`config.mk`:
```
export PLATFORM = sky130hd
export DESIGN_NAME = direction_cmd
export DESIGN_NICKNAME = d
export VERILOG_FILES = /design/src/rtl/direction_cmd.sv
export SDC_FILE = /design/constraint.sdc
export NUM_CORES = 1
export LEC_CHECK = 0
export CORE_MARGIN = 2
export CORE_UTILIZATION = 55
export CTS_CLUSTER_DIAMETER = 30
export DETAILED_ROUTE_END_ITERATION = 6
export HOLD_SLACK_MARGIN = 0.03
export PLACE_DENSITY = 0.8
export REMOVE_ABC_BUFFERS = 1
export SLEW_MARGIN = 25
export SYNTH_ARGS = -nofsm -noshare
export SYNTH_HDL_FRONTEND = slang
export SYNTH_SLANG_ARGS = --single-unit
```
`constraint.sdc`:
```
create_clock -name clk -period 1.9 [get_ports clk]
set_clock_uncertainty 0.1 [all_clocks]
set_input_delay 0.38 -clock clk [delete_from_list [all_inputs] [get_ports clk]]
set_output_delay 0.38 -clock clk [all_outputs]
set_load 0.01 [all_outputs]
```
`src/rtl/direction_cmd.sv`:
```
// Direction command stage: synchronises and debounces four active-low buttons,
// commits a single pressed button to a 2-bit code, and generates the display tick.
module direction_cmd #(
    parameter int DEBOUNCE_CYCLES = 1_000_000,
    parameter int TICK_DIV        = 5_000_000
) (
    input  logic       clk,
    input  logic       rst_n,
    input  logic [3:0] btn_n,
    output logic [1:0] direc,
    output logic       timer,
    output logic       dir_valid,
    output logic       dir_changed
);

    localparam int CW = (DEBOUNCE_CYCLES > 1) ? $clog2(DEBOUNCE_CYCLES) : 1;
    localparam int TW = (TICK_DIV > 1) ? $clog2(TICK_DIV) : 1;
    localparam logic [CW-1:0] CNT_LAST  = CW'(DEBOUNCE_CYCLES - 1);
    localparam logic [TW-1:0] TCNT_LAST = TW'(TICK_DIV - 1);

    typedef enum logic [1:0] {IDLE, DEBOUNCE, HOLD} state_t;

    // Handshake-free block: btn_n is an asynchronous level input and every output
    // is a registered level, except dir_changed which is a one-cycle pulse.
    logic [3:0]    sync1, sync2;
    logic [3:0]    btn;
    logic          cand_ok;
    logic [1:0]    cand;
    state_t        state, state_next;
    logic [CW-1:0] cnt, cnt_next;
    logic [1:0]    cand_reg, cand_reg_next;
    logic          commit;
    logic [TW-1:0] tcnt;

    always_ff @(posedge clk or negedge rst_n) begin
        if (!rst_n) begin
            sync1 <= 4'hF;
            sync2 <= 4'hF;
        end else begin
            sync1 <= btn_n;
            sync2 <= sync1;
        end
    end

    assign btn = ~sync2;

    // Only a single pressed button forms a valid candidate.
    always_comb begin
        cand_ok = 1'b1;
        cand    = 2'd0;
        case (btn)
            4'b0001: cand = 2'd0;
            4'b0010: cand = 2'd1;
            4'b0100: cand = 2'd2;
            4'b1000: cand = 2'd3;
            default: cand_ok = 1'b0;
        endcase
    end

    always_ff @(posedge clk or negedge rst_n) begin
        if (!rst_n) begin
            state    <= IDLE;
            cnt      <= '0;
            cand_reg <= 2'd0;
        end else begin
            state    <= state_next;
            cnt      <= cnt_next;
            cand_reg <= cand_reg_next;
        end
    end

    always_comb begin
        state_next    = state;
        cnt_next      = cnt;
        cand_reg_next = cand_reg;
        commit        = 1'b0;
        case (state)
            IDLE: begin
                if (cand_ok) begin
                    cand_reg_next = cand;
                    cnt_next      = '0;
                    state_next    = DEBOUNCE;
                end
            end
            DEBOUNCE: begin
                if (cand_ok && cand == cand_reg) begin
                    if (cnt == CNT_LAST) begin
                        commit     = 1'b1;
                        state_next = HOLD;
                    end else begin
                        cnt_next = cnt + 1'b1;
                    end
                end else begin
                    cnt_next   = '0;
                    state_next = IDLE;
                end
            end
            HOLD: begin
                // A held button never re-commits; it must be released first.
                if (!(cand_ok && cand == cand_reg)) begin
                    cnt_next   = '0;
                    state_next = IDLE;
                end
            end
            default: begin
                cnt_next   = '0;
                state_next = IDLE;
            end
        endcase
    end

    always_ff @(posedge clk or negedge rst_n) begin
        if (!rst_n) begin
            direc       <= 2'd0;
            dir_valid   <= 1'b0;
            dir_changed <= 1'b0;
        end else begin
            dir_changed <= 1'b0;
            if (commit) begin
                direc       <= cand_reg;
                dir_valid   <= 1'b1;
                dir_changed <= !dir_valid || (cand_reg != direc);
            end
        end
    end

    // Free-running display tick, independent of the button path.
    always_ff @(posedge clk or negedge rst_n) begin
        if (!rst_n) begin
            tcnt  <= '0;
            timer <= 1'b0;
        end else if (tcnt == TCNT_LAST) begin
            tcnt  <= '0;
            timer <= ~timer;
        end else begin
            tcnt <= tcnt + 1'b1;
        end
    end

endmodule
```
==> results by group <==
Clock tree
  • Total CTS buffers: 9
  • CTS tree: done
  • H-tree levels: 3
  • Clock Root Buffer: clkbuf_8
  • Skew-Pair Late Insertion Delay: 0.35 ns
  • Worst-path clk slew: 0.07 ns
  • Clock Path Buffers: 2
  • Clk sinks: 60

Power and ir drop
  • Maximum vdd ir drop: 0.463 mV
  • Pwr/cell area: 713 mW/mm2
  • Cell leakage power: 1.84 nW
  • Pwr Total: 2.94 mW

Worst setup path
  • CP max stage delay: 0.58 ns
  • Worst-path fanout max: 17
  • Crit start category: flop
  • Delay-heaviest family, CP: compound AO/OA/AOI/OAI gates
  • Critical path's slowest cell: dfstp_2
  • Setup crit end kind: flop
  • Reg-to-reg slack, setup: -0.20 ns
  • WP data arrival: 2.22 ns
  • CP required: 2.02 ns
  • Buf/Inv on CP: 1
  • Setup CP Type: reg2reg
  • Crit path cell chain: and3b_1 -> o2111ai_4 -> a31oi_4 -> buf_12 -> and3_1 -> a221o_1

Placement
  • DP HPWL: 4910 um
  • Pre-CTS setup slack: -0.221 ns
  • Gpl congestion: 0.895
  • IO buf count: 10
  • Cells after DPL: 422

Floorplan
  • Die width: 80.2 um
  • Core Rows: 27
  • Die Ht: 80.2 um
  • I/O pin total: 11
  • Core area: 0.00557 mm2
  • Initial Util: 57.3%
  • DIE AREA: 0.00644 mm2

Synthesis
  • Syn Area/Cell: 10.5 um2
  • Synth Register Bits: 60
  • Synth warn: 0
  • Ys async rst share: 100%
  • Synth unique cells: 55
  • Seq/Total Area, Yosys: 47.3%
  • Post-Syn Instances: 304
  • EDFF count, synth: 0
  • Cell Area, Synth: 0.00320 mm2
  • Top FF cell, synth: dfrtp_1

Cells and area
  • ANT cells: 0
  • Max reg flops: 23
  • Fin nets: 377
  • Largest regs: tcnt x23, cnt x20
  • Area growth syn-to-layout: 29.1%
  • Fin util: 74.0%
  • Most flop-heavy register: tcnt
  • Finished Layout Cells: 446
  • Layout cells sized above 1: 30.7%

Global routing
  • Largest net degree at the start of global routing: 33
  • Routing usage on met3: 4.16%
  • Global Route met1 Usage: 31.2%
  • Global-route wire length before repair: 12800 um
  • Initial antenna violation count: 0
  • GRT Overall Usage: 25.7%
  • GR peak layer: met2
  • Global Route met2 Usage: 45.0%
  • Vias in the first global route: 2749
  • GR Overflow Total: 0

Timing
  • Relative slew slack: 72.7%
  • Pins Over Slew Limit: 0
  • RSZ-0062 raised after global routing: yes
  • Setup TNS: -3.23 ns
  • Final setup fails: 24
  • Max Fclk: 477 MHz
  • PnR worst setup slack: -0.196 ns
  • Fin crit period: 2.10 ns
  • Fin crit share: 110%
  • Actual slew at the worst max-slew pin: 0.406 ns
  • Fin. Hold Viols: 0

Route
  • Total number of vias: 2805
  • Antenna-violating nets left: 0
  • Routed WL: 7830 um
  • WL per Instance: 17.6 um
  • Iteration-0 DRC Markers: 292
  • DR pass1 iterations: 4
  • Vias per inst: 6.29
  • DRC: 0

Job
  • Max-cap violations: 0

Min path
  • Worst min-delay path category: reg2reg

Status
  • Failing checks: setup timing
  • Status: finished, violations left
kinds of logic after synthesis:
family                   Yosys count  share of synthesized area [%]
adder cells (fa/ha/maj)            2                          0.783
XOR/XNOR                          20                           5.48
AO/OA/AOI/OAI                     62                           16.8
AND/OR/NAND/NOR                  137                           25.5
multiplexers                       2                          0.705
buffers and inverters             21                           3.45
flip-flops                        60                           47.3
power breakdown:
part / switching (mW) / leakage, nW / internal (mW)
sequential: 0.0273 / 0.786 / 1.31
combinational: 0.133 / 0.942 / 0.119
clock: 0.541 / 0.112 / 0.812
total: 0.702 / 1.84 / 2.24
final timing paths:
kind | cells past startpoint | to | from
max | 6 | cnt[6]$_DFFE_PN0P_ | sync2[1]$_DFF_PN1_
min | 0 | sync2[1]$_DFF_PN1_ | sync1[1]$_DFF_PN1_
max reg2reg | 6 | cnt[6]$_DFFE_PN0P_ | sync2[1]$_DFF_PN1_
min reg2reg | 0 | sync2[1]$_DFF_PN1_ | sync1[1]$_DFF_PN1_
max in group asynchronous | 3 | tcnt[10]$_DFF_PN0_ | rst_n
min in group asynchronous | 3 | direc[0]$_DFFE_PN0P_ | rst_n
stage by stage:
stage | hold WS [ns] | area (um2)
detailed placement | 0.247 | 3700
finish | 0.257 | 4130
CTS | 0.258 | 4020
floorplan | -0.0156 | 3110
global route | 0.259 | 4130
global placement | 0.246 | 3700
worst reg2reg max path: stages, from the launching register on:
cell	delay (ns)
dfstp_2	0.58
and3b_1	0.22
o2111ai_4	0.24
a31oi_4	0.19
buf_12	0.19
and3_1	0.18
a221o_1	0.28
metal layers:
layer / vias to the layer above / part of all wire [%]
met2: 78 / 51
met4: 0 / 2.4
li1: 1302 / -
met5: - / 0
met3: 18 / 5.0
met1: 1407 / 42
area by class of cell:
cell class | instances | area (um2)
Multi-Input combinational cell | 224 | 1670
Tap cell | 72 | 90.1
Clock inverter | 5 | 83.8
Sequential cell | 60 | 1510
Clock buffer | 11 | 151
Inverter | 6 | 22.5
Fill cell | 363 | 1450
Timing Repair Buffer | 68 | 598
synthesized netlist by cell type (all sizes together) (2+ instances only):
| cell type | number | area (um2) |
|---|---|---|
| nor3b | 2 | 25.0 |
| nor2b | 5 | 31.3 |
| nand4 | 12 | 90.1 |
| and4 | 5 | 43.8 |
| o21ai | 6 | 30.0 |
| and3 | 14 | 87.6 |
| o211ai | 6 | 50.1 |
| xnor2 | 11 | 96.3 |
| o311a | 4 | 40.0 |
| a21oi | 7 | 35.0 |
| buf | 10 | 68.8 |
| a221o | 13 | 130 |
| nand3 | 25 | 135 |
| ha | 2 | 25.0 |
| o211a | 2 | 20.0 |
| a31oi | 7 | 58.8 |
| nand2 | 15 | 58.8 |
| a41oi | 2 | 17.5 |
| o22a | 2 | 17.5 |
| o2111ai | 2 | 35.0 |
| nor4 | 12 | 96.3 |
| inv | 6 | 22.5 |
| a21o | 4 | 30.0 |
| dfstp | 8 | 210 |
| nor3 | 11 | 65.1 |
| nand2b | 3 | 18.8 |
| xor2 | 9 | 78.8 |
| nor2 | 24 | 90.1 |
| dfrtp | 52 | 1300 |
| clkbuf | 5 | 18.8 |
| or2 | 2 | 12.5 |
| nor4b | 3 | 26.3 |
| mux2 | 2 | 22.5 |
timing repair:
| action | CTS | global route |
|---|---|---|
| pin swaps | 3 | 6 |
| hold buffers | 1 | 0 |
| buffers inserted | 2 | 3 |
| setup endpoints to repair | 24 | 31 |
| resized for setup | 5 | 17 |
| hold endpoints to repair | 52 | 0 |
| gates cloned | 1 | 1 |
layout by cell type, fill, tap and decap left out, types with 8 or more instances in the layout:
cell and n:
dfrtp_1 51, buf_4 51, nand3_1 21, nor2_1 21
nand2_1 14, and3_1 13, a221o_1 13, nand4_1 11
xnor2_1 11, clkbuf_8 11, xor2_1 9, nor3_1 9
clkdlybuf4s50_1 9, nor4_1 8, dfstp_2 8
Power figures use the tool's default switching activity.
